===== src/rtl/vidmem_frame_scheduler_pkg.sv =====
// Register map of the video memory window, plus the frame-index helper for vidmem_frame_scheduler.
package vidmem_frame_scheduler_pkg;

  localparam logic [15:0] FRAME_MEMORY_START = 16'h2000;

  localparam logic [7:0] VIDMEM_READ_ADDR_LO   = 8'h00;
  localparam logic [7:0] VIDMEM_READ_ADDR_HI   = 8'h01;
  localparam logic [7:0] VIDMEM_READ_LENGTH_LO = 8'h02;
  localparam logic [7:0] VIDMEM_READ_LENGTH_HI = 8'h03;
  localparam logic [7:0] VIDMEM_SAVE_ADDR_LO   = 8'h04;
  localparam logic [7:0] VIDMEM_SAVE_ADDR_HI   = 8'h05;
  localparam logic [7:0] VIDMEM_CONTROL        = 8'h06;
  localparam logic [7:0] VIDMEM_CTRL_START     = 8'h01;

  typedef struct packed {
    logic [7:0] offset;
    logic [7:0] data;
  } reg_write_t;

  // 9-bit increment so idx=255 compares correctly against the frame count.
  function automatic logic [7:0] next_idx(input logic [7:0] idx, input logic [7:0] count);
    logic [8:0] inc;
    inc = {1'b0, idx} + 9'd1;
    return (inc >= {1'b0, count}) ? 8'd0 : inc[7:0];
  endfunction

endpackage


===== src/rtl/vidmem_frame_scheduler_if.sv =====
// 8-bit single-access Wishbone bus between the frame scheduler (master) and the system bus.
interface vidmem_frame_scheduler_if;
  logic [15:0] adr_o;
  logic [7:0]  dat_o;
  logic [7:0]  dat_i;
  logic        we_o;
  logic        sel_o;
  logic        stb_o;
  logic        cyc_o;
  logic        ack_i;

  modport master (output adr_o, dat_o, we_o, sel_o, stb_o, cyc_o, input dat_i, ack_i);
  modport slave  (input adr_o, dat_o, we_o, sel_o, stb_o, cyc_o, output dat_i, ack_i);
endinterface


===== src/rtl/vidmem_frame_scheduler_wb_single_master.sv =====
// Single-access Wishbone engine: latches one request while idle and holds stb/cyc until ack.
module wb_single_master (
  input  logic        clk_i,
  input  logic        rst_i,
  input  logic        req_i,
  input  logic        we_i,
  input  logic [15:0] addr_i,
  input  logic [7:0]  wdata_i,
  output logic        done_o,
  output logic [7:0]  rdata_o,
  vidmem_frame_scheduler_if.master bus
);

  logic        stb_q, stb_d;
  logic        we_q, we_d;
  logic [15:0] adr_q, adr_d;
  logic [7:0]  dat_q, dat_d;

  always_comb begin
    // NOTE: every next-state signal gets a default first so no path leaves it unassigned (no latch).
    stb_d = stb_q;
    we_d  = we_q;
    adr_d = adr_q;
    dat_d = dat_q;
    if (stb_q) begin
      if (bus.ack_i) stb_d = 1'b0;
    end else if (req_i) begin
      stb_d = 1'b1;
      we_d  = we_i;
      adr_d = addr_i;
      dat_d = wdata_i;
    end
  end

  always_ff @(posedge clk_i or posedge rst_i) begin
    // NOTE: registers update with <= so every flop samples the pre-edge values of the others.
    if (rst_i) begin
      stb_q <= 1'b0;
      we_q  <= 1'b0;
      adr_q <= '0;
      dat_q <= '0;
    end else begin
      stb_q <= stb_d;
      we_q  <= we_d;
      adr_q <= adr_d;
      dat_q <= dat_d;
    end
  end

  // The idle cycle after ack falls out of only accepting a request while stb is low.
  assign bus.stb_o = stb_q;
  assign bus.cyc_o = stb_q;
  assign bus.sel_o = stb_q;
  assign bus.we_o  = we_q;
  assign bus.adr_o = adr_q;
  assign bus.dat_o = dat_q;
  assign done_o    = stb_q & bus.ack_i;
  assign rdata_o   = bus.dat_i;

endmodule


===== src/rtl/vidmem_frame_scheduler.sv =====
// Flash-to-SPRAM frame load sequencer with ping-pong buffers and a looping frame index.
// Optional poll watchdog and sticky timeout_err output: define VIDMEM_SCHED_TIMEOUT_EN.
module vidmem_frame_scheduler
  import vidmem_frame_scheduler_pkg::*;
#(
  parameter logic [15:0] VIDMEM_BASE    = 16'h8000,
  parameter logic [15:0] BUF0_ADDR      = FRAME_MEMORY_START + 16'd1024,
  parameter logic [15:0] BUF1_ADDR      = FRAME_MEMORY_START + 16'd2048,
  parameter logic [15:0] FRAME_LEN      = 16'd4,
  parameter logic [15:0] FRAME_STRIDE   = 16'h0400
`ifdef VIDMEM_SCHED_TIMEOUT_EN
  , parameter logic [23:0] TIMEOUT_CYCLES = 24'd4000000
`endif
) (
  input  logic        clk_i,
  input  logic        rst_i,
  vidmem_frame_scheduler_if.master wb,
  input  logic        enable,
  input  logic        tick,
  input  logic        dfu_busy,
  input  logic [15:0] frame_base,
  input  logic [7:0]  frame_count,
  output logic        display_buf,
  output logic [7:0]  frame_idx,
  output logic        load_done,
  output logic        busy,
  output logic [7:0]  overrun
`ifdef VIDMEM_SCHED_TIMEOUT_EN
  , output logic      timeout_err
`endif
);

  localparam logic [1:0] ST_IDLE  = 2'd0;
  localparam logic [1:0] ST_WRITE = 2'd1;
  localparam logic [1:0] ST_POLL  = 2'd2;
  localparam logic [1:0] ST_SWAP  = 2'd3;

  logic [1:0]  state_q, state_d;
  logic [2:0]  step_q, step_d;
  logic        pending_q, pending_d;
  logic [7:0]  overrun_q, overrun_d;
  logic        disp_q, disp_d;
  logic [7:0]  idx_q, idx_d;
  logic        done_q, done_d;
  logic [15:0] acc_q, acc_d;

  logic        start, poll_clear, to_hit;
  logic        eng_req, eng_we, eng_done;
  logic [15:0] eng_addr, save_addr;
  logic [7:0]  eng_rdata, nidx;
  reg_write_t  step_wr;

`ifdef VIDMEM_SCHED_TIMEOUT_EN
  logic [23:0] to_cnt_q, to_cnt_d;
  logic        terr_q, terr_d;
  assign to_hit = (to_cnt_q >= TIMEOUT_CYCLES);
`else
  assign to_hit = 1'b0;
`endif

  assign start      = pending_q & enable & ~dfu_busy & (frame_count != 8'd0);
  assign poll_clear = eng_done & ((eng_rdata & VIDMEM_CTRL_START) == 8'h00);
  assign nidx       = next_idx(idx_q, frame_count);
  // Loads always target the buffer the scan-out is not reading.
  assign save_addr  = disp_q ? BUF0_ADDR : BUF1_ADDR;

  // SAVE_ADDR hi must precede lo: the hi-byte write clears the lo byte.
  always_comb begin
    step_wr = '{VIDMEM_CONTROL, VIDMEM_CTRL_START};
    case (step_q)
      3'd0:    step_wr = '{VIDMEM_READ_ADDR_LO, acc_q[7:0]};
      3'd1:    step_wr = '{VIDMEM_READ_ADDR_HI, acc_q[15:8]};
      3'd2:    step_wr = '{VIDMEM_READ_LENGTH_LO, FRAME_LEN[7:0]};
      3'd3:    step_wr = '{VIDMEM_READ_LENGTH_HI, FRAME_LEN[15:8]};
      3'd4:    step_wr = '{VIDMEM_SAVE_ADDR_HI, save_addr[15:8]};
      3'd5:    step_wr = '{VIDMEM_SAVE_ADDR_LO, save_addr[7:0]};
      default: step_wr = '{VIDMEM_CONTROL, VIDMEM_CTRL_START};
    endcase
  end

  // The first write is requested on the IDLE->WRITE edge itself, saving a cycle of tick latency.
  assign eng_we   = (state_q != ST_POLL);
  assign eng_addr = VIDMEM_BASE + {8'h00, (state_q == ST_POLL) ? VIDMEM_CONTROL : step_wr.offset};
  assign eng_req  = ((state_q == ST_IDLE) & start) | (state_q == ST_WRITE) |
                    ((state_q == ST_POLL) & ~to_hit);

  wb_single_master u_wb (
    .clk_i   (clk_i),
    .rst_i   (rst_i),
    .req_i   (eng_req),
    .we_i    (eng_we),
    .addr_i  (eng_addr),
    .wdata_i (step_wr.data),
    .done_o  (eng_done),
    .rdata_o (eng_rdata),
    .bus     (wb)
  );

  always_comb begin
    state_d   = state_q;
    step_d    = step_q;
    pending_d = pending_q;
    overrun_d = overrun_q;
    disp_d    = disp_q;
    idx_d     = idx_q;
    done_d    = 1'b0;
    acc_d     = acc_q;
`ifdef VIDMEM_SCHED_TIMEOUT_EN
    to_cnt_d  = '0;
    terr_d    = terr_q;
`endif
    if (tick) begin
      if (pending_q) begin
        if (overrun_q != 8'hFF) overrun_d = overrun_q + 8'd1;
      end else if (enable && (frame_count != 8'd0)) begin
        pending_d = 1'b1;
      end
    end
    case (state_q)
      ST_IDLE: begin
        step_d = '0;
        if (!enable) acc_d = frame_base;
        if (start) begin
          state_d   = ST_WRITE;
          pending_d = 1'b0;
        end
      end
      ST_WRITE: begin
        if (eng_done) begin
          if (step_q == 3'd6) begin
            state_d = ST_POLL;
            step_d  = '0;
          end else begin
            step_d = step_q + 3'd1;
          end
        end
      end
      ST_POLL: begin
`ifdef VIDMEM_SCHED_TIMEOUT_EN
        to_cnt_d = to_hit ? to_cnt_q : to_cnt_q + 24'd1;
`endif
        if (poll_clear) begin
          state_d = ST_SWAP;
          disp_d  = ~disp_q;
          idx_d   = nidx;
          done_d  = 1'b1;
          acc_d   = (nidx == 8'd0) ? frame_base : acc_q + FRAME_STRIDE;
        end
`ifdef VIDMEM_SCHED_TIMEOUT_EN
        // Abort only between reads so no access is left open on the bus.
        else if (to_hit && !wb.stb_o) begin
          state_d = ST_IDLE;
          terr_d  = 1'b1;
        end
`endif
      end
      default: state_d = ST_IDLE;
    endcase
  end

  always_ff @(posedge clk_i or posedge rst_i) begin
    if (rst_i) begin
      state_q   <= ST_IDLE;
      step_q    <= '0;
      pending_q <= 1'b0;
      overrun_q <= '0;
      disp_q    <= 1'b0;
      idx_q     <= '0;
      done_q    <= 1'b0;
      acc_q     <= '0;
    end else begin
      state_q   <= state_d;
      step_q    <= step_d;
      pending_q <= pending_d;
      overrun_q <= overrun_d;
      disp_q    <= disp_d;
      idx_q     <= idx_d;
      done_q    <= done_d;
      acc_q     <= acc_d;
    end
  end

`ifdef VIDMEM_SCHED_TIMEOUT_EN
  always_ff @(posedge clk_i or posedge rst_i) begin
    if (rst_i) begin
      to_cnt_q <= '0;
      terr_q   <= 1'b0;
    end else begin
      to_cnt_q <= to_cnt_d;
      terr_q   <= terr_d;
    end
  end
  assign timeout_err = terr_q;
`endif

  assign display_buf = disp_q;
  assign frame_idx   = idx_q;
  assign load_done   = done_q;
  assign busy        = (state_q != ST_IDLE);
  assign overrun     = overrun_q;

endmodule

===== src/flat_wrapper.sv =====
// flat-port wrapper written by rule: the top's interface ports become plain ports
module vidmem_frame_scheduler_flat import vidmem_frame_scheduler_pkg::*;
#(
  parameter logic [15:0] VIDMEM_BASE    = 16'h8000,
  parameter logic [15:0] BUF0_ADDR      = FRAME_MEMORY_START + 16'd1024,
  parameter logic [15:0] BUF1_ADDR      = FRAME_MEMORY_START + 16'd2048,
  parameter logic [15:0] FRAME_LEN      = 16'd4,
  parameter logic [15:0] FRAME_STRIDE   = 16'h0400

)
  (clk_i, rst_i, enable, tick, dfu_busy, frame_base, frame_count, display_buf, frame_idx, load_done, busy, overrun, wb_adr_o, wb_dat_o, wb_we_o, wb_sel_o, wb_stb_o, wb_cyc_o, wb_dat_i, wb_ack_i);
  vidmem_frame_scheduler_if wb_i ();
  input  logic clk_i;
  input  logic rst_i;
  input  logic enable;
  input  logic tick;
  input  logic dfu_busy;
  input  logic [15:0] frame_base;
  input  logic [7:0] frame_count;
  output logic display_buf;
  output logic [7:0] frame_idx;
  output logic load_done;
  output logic busy;
  output logic [7:0] overrun;
  output wire logic [$bits(wb_i.adr_o)-1:0] wb_adr_o;
  output wire logic [$bits(wb_i.dat_o)-1:0] wb_dat_o;
  output wire logic [$bits(wb_i.we_o)-1:0] wb_we_o;
  output wire logic [$bits(wb_i.sel_o)-1:0] wb_sel_o;
  output wire logic [$bits(wb_i.stb_o)-1:0] wb_stb_o;
  output wire logic [$bits(wb_i.cyc_o)-1:0] wb_cyc_o;
  input wire logic [$bits(wb_i.dat_i)-1:0] wb_dat_i;
  input wire logic [$bits(wb_i.ack_i)-1:0] wb_ack_i;
  assign wb_adr_o = wb_i.adr_o;
  assign wb_dat_o = wb_i.dat_o;
  assign wb_we_o = wb_i.we_o;
  assign wb_sel_o = wb_i.sel_o;
  assign wb_stb_o = wb_i.stb_o;
  assign wb_cyc_o = wb_i.cyc_o;
  assign wb_i.dat_i = wb_dat_i;
  assign wb_i.ack_i = wb_ack_i;
  vidmem_frame_scheduler #(.VIDMEM_BASE(VIDMEM_BASE), .BUF0_ADDR(BUF0_ADDR), .BUF1_ADDR(BUF1_ADDR), .FRAME_LEN(FRAME_LEN), .FRAME_STRIDE(FRAME_STRIDE)) u_core (.clk_i(clk_i), .rst_i(rst_i), .wb(wb_i), .enable(enable), .tick(tick), .dfu_busy(dfu_busy), .frame_base(frame_base), .frame_count(frame_count), .display_buf(display_buf), .frame_idx(frame_idx), .load_done(load_done), .busy(busy), .overrun(overrun));
endmodule

===== config.mk =====
export PLATFORM = sky130hd
export DESIGN_NAME = vidmem_frame_scheduler_flat
export DESIGN_NICKNAME = d
export VERILOG_FILES = /design/src/rtl/vidmem_frame_scheduler_pkg.sv /design/src/rtl/vidmem_frame_scheduler_if.sv /design/src/rtl/vidmem_frame_scheduler_wb_single_master.sv /design/src/rtl/vidmem_frame_scheduler.sv /design/src/flat_wrapper.sv
export SDC_FILE = /design/constraint.sdc
export NUM_CORES = 1
export LEC_CHECK = 0
export CAP_MARGIN = 15
export CORE_ASPECT_RATIO = 1.4
export CORE_MARGIN = 10
export CORE_UTILIZATION = 39
export DETAILED_ROUTE_END_ITERATION = 12
export GPL_ROUTABILITY_DRIVEN = 1
export PLACE_DENSITY = 0.63
export SKIP_CTS_REPAIR_TIMING = 1
export SYNTH_ARGS = -nofsm -noshare
export SYNTH_HDL_FRONTEND = slang
export SYNTH_SLANG_ARGS = --single-unit

===== constraint.sdc =====
create_clock -name clk_i -period 5.25 [get_ports clk_i]
set_clock_uncertainty 0.1 [all_clocks]
set_input_delay 0.7875 -clock clk_i [delete_from_list [all_inputs] [get_ports clk_i]]
set_output_delay 0.7875 -clock clk_i [all_outputs]
set_load 0.03 [all_outputs]

==> flow_summary.json <==
{
  "antenna_found_initial": 0,
  "place.gp.congestion": 0.8203,
  "fin_ws_ns": 1.390,
  "r2r_setup_slack_ns": 1.39,
  "power.density_mw_per_mm2": 581.3,
  "drive_gt1_share_pct": 6.933,
  "drv_cap": 0,
  "vdd_drop_max_v": 0.0002832,
  "worstSetupEndpoint": "u_core.acc_q[9]$_DFFE_PP0P_",
  "worst_slew_pin_slew_ns": 0.8566,
  "total_power_mw": 2.239,
  "crit_type": "flop to flop",
  "reg2reg_depth": 11,
  "crit_path_max_incr_delay_ns": 0.58,
  "cp-start-kind": "flop",
  "comb_power_share_pct": 52.6,
  "yosysUniqueCellTypes": 51,
  "clk_latency_ns": 0.31,
  "htreeDepth": 2,
  "initial_core_util_pct": 39.88,
  "grt_overflow": 0,
  "yosysSeqAreaShare_pct": 43.72,
  "path_common_cell": "ha_1",
  "power_frac_seq_pct": 34.1,
  "fin_crit_ns": 3.860,
  "fmax_ghz": 0.2590,
  "r2r-end": "u_core.acc_q[9]$_DFFE_PP0P_",
  "maxSlewViolCount": 0,
  "p_clk_share_pct": 13.3,
  "slew_headroom_pct": 42.45,
  "diodes": 0,
  "yosysTopAreaCell": "dfrtp_1",
  "drt_first_pass_iters": 4,
  "core_mm2": 0.007750,
  "end_kind": "flop",
  "crit_arrival_ns": 3.97,
  "cp.depth": 11,
  "hold_viol": 0,
  "cp-startpoint": "u_core.frame_idx[0]$_DFFE_PP0P_",
  "pre_cts_ws_ns": 1.382,
  "dieArea_mm2": 0.01194,
  "routedWlPerCell_um": 15.75,
  "avgSynthCellArea_um2": 9.718,
  "nFillCells": 731,
  "wirelength_um": 7483,
  "grt_pass1_vias": 2480,
  "num_vias": 2422,
  "critical_path_buf_inv_count": 0,
  "timing.setup.tns_ns": 0,
  "die_h_um": 125.3,
  "root_buffer": "clkbuf_8",
  "port_buffers": 65,
  "hold_slack_ns": 0.3815,
  "power.leakage_nw": 1.695,
  "synth_top_area_share_pct": 43.72,
  "io_pins": 85,
  "ys_seq_elements": 54,
  "cp_top_family": "simple AND/OR/NAND/NOR gates",
  "status": "complete, no violations",
  "grt_usage_pct": 12.68,
  "synthArstFlopShare_pct": 100.0,
  "die_x_um": 95.24,
  "cts_tree": "built",
  "grt_first_pass_wirelength_um": 12350,
  "grt_max_degree": 55,
  "power.switching_mw": 0.9852,
  "drtIter0Drc": 87,
  "clockBufferDepth": 2,
  "drc": 0,
  "yosysWarningCount": 0,
  "ant_nets": 0,
  "critPathMaxFanout": 10,
  "min_path_type": "flop to flop",
  "numCtsBuffers": 5,
  "reg2reg_from": "u_core.frame_idx[0]$_DFFE_PP0P_",
  "finalCritPeriodShare_pct": 73.53,
  "p_int_mw": 1.254,
  "synth_area_mm2": 0.003090,
  "synth_edf_count": 0,
  "synthesis.instances": 318,
  "area_growth_pct": 24.62,
  "synthTopCellsByArea": "dfrtp_1, ha_1, nand2_1",
  "clock-sinks": 54,
  "slowest_stage": "or3b_1",
  "layout.nets": 426,
  "crit_required_ns": 5.36,
  "crit_chain": "ha_1 > nand3_1 > nor2_1 > xor2_1 > ha_1 > o21a_1 > o21ai_0 > a211oi_1 > or3b_1 > o21ai_4 > mux2_2",
  "row_count": 38,
  "rsz0062_at_grt": "false",
  "clk_pin_slew_worst_paths_ns": 0.11,
  "viasPerCell": 5.099,
  "setup_violations": 0,
  "detailed_place_hpwl_um": 5656,
  "swShare_pct": 44.00,
  "yosys_most_used_dff": "dfrtp_1"
}
[logic make-up after synthesis]
| family | share of synthesized area (%) |
|---|---|
| XOR/XNOR | 4.251 |
| adder cells (fa/ha/maj) | 5.668 |
| AO/OA/AOI/OAI | 16.56 |
| buffers and inverters | 7.692 |
| AND/OR/NAND/NOR | 16.36 |
| multiplexers | 5.628 |
| other | 0.1213 |
| flip-flops | 43.72 |
[Yosys cell counts, types with 7 or more instances]
library cell	n
dfrtp_1	54
nand2_1	40
nor2_1	19
o21ai_0	16
inv_1	15
buf_4	14
ha_1	14
a21oi_1	11
mux2_2	11
nand3_1	10
clkbuf_1	8
xnor2_1	8
a22o_1	7
xor2_1	7
[placed cells by master (no fill, tap or decap), types with 11 or more instances in the layout]
master,synthesis,routed
clkdlybuf4s50_1,0,65
conb_1,1,12
ha_1,14,14
dfrtp_1,54,54
mux2_2,11,11
nand2_1,40,40
a21oi_1,11,11
o21ai_0,16,16
inv_1,15,14
nor2_1,19,19
[routing by layer]
layer | routed length [um] | part of all wire [%] | global-route usage (%) | up-vias
met4 | 116 | 1.6 | 4.240 | 0
li1 | - | - | - | 1215
met1 | 2994 | 40 | 14.78 | 1148
met5 | 0 | 0 | 0 | -
met3 | 425 | 5.7 | 2.695 | 7
met2 | 3946 | 53 | 22.05 | 52
[sequential cells by signal, indices dropped and copies added, names as in the netlist]
name / flops
u_core.frame_idx: 8
u_core.overrun: 8
u_core.u_wb.bus.dat_o: 8
u_core.u_wb.bus.we_o: 1
u_core.load_done: 1
u_core.acc_q: 16
u_core.state_q: 2
u_core.u_wb.bus.adr_o: 4
u_core.u_wb.bus.cyc_o: 1
u_core.step_q: 3
u_core.display_buf: 1
u_core.pending_q: 1
[cell type report]
type	instances	area [um2]	area share, %
clock buffers	5	68.82	1.787
clock inverters	3	48.80	1.267
inverters	15	56.30	1.462
multi-input cells	232	1543	40.06
flip-flops and latches	54	1351	35.09
well taps	100	125.1	3.249
repair buffers	66	658.1	17.09
[worst min-delay path by stage]
stage	start	to	slack, ns	cells past startpoint
2_1_floorplan	u_core.pending_q$_DFF_PP0_	u_core.pending_q$_DFF_PP0_	0.37	1
3_3_place_gp	u_core.u_wb.bus.adr_o[15]$_DFFE_PP0P_	u_core.u_wb.bus.adr_o[15]$_DFFE_PP0P_	0.35	1
3_5_place_dp	u_core.u_wb.bus.adr_o[15]$_DFFE_PP0P_	u_core.u_wb.bus.adr_o[15]$_DFFE_PP0P_	0.35	1
4_1_cts	u_core.u_wb.bus.adr_o[15]$_DFFE_PP0P_	u_core.u_wb.bus.adr_o[15]$_DFFE_PP0P_	0.39	1
5_1_grt	u_core.u_wb.bus.adr_o[15]$_DFFE_PP0P_	u_core.u_wb.bus.adr_o[15]$_DFFE_PP0P_	0.42	1
6_report	u_core.u_wb.bus.adr_o[15]$_DFFE_PP0P_	u_core.u_wb.bus.adr_o[15]$_DFFE_PP0P_	0.38	1
[power by group through the flow]
stage / Combinational, mW / Clock [mW] / Sequential [mW]
4_1_cts: 1.20 / 0.305 / 0.765
2_1_floorplan: 0.729 / 0 / 0.875
3_5_place_dp: 1.19 / 0 / 0.772
3_3_place_gp: 1.17 / 0 / 0.767
5_1_grt: 1.30 / 0.323 / 0.791
6_report: 1.18 / 0.298 / 0.763
[per-stage QoR]
step	instance area (um2)	cells	utilization, %
finish	3851	475	49.69
global route	3851	475	49.69
CTS	3851	475	49.69
detailed placement	3734	467	48.18
global placement	3734	467	48.18
floorplan	3132	329	-
Power figures use the tool's default switching activity.
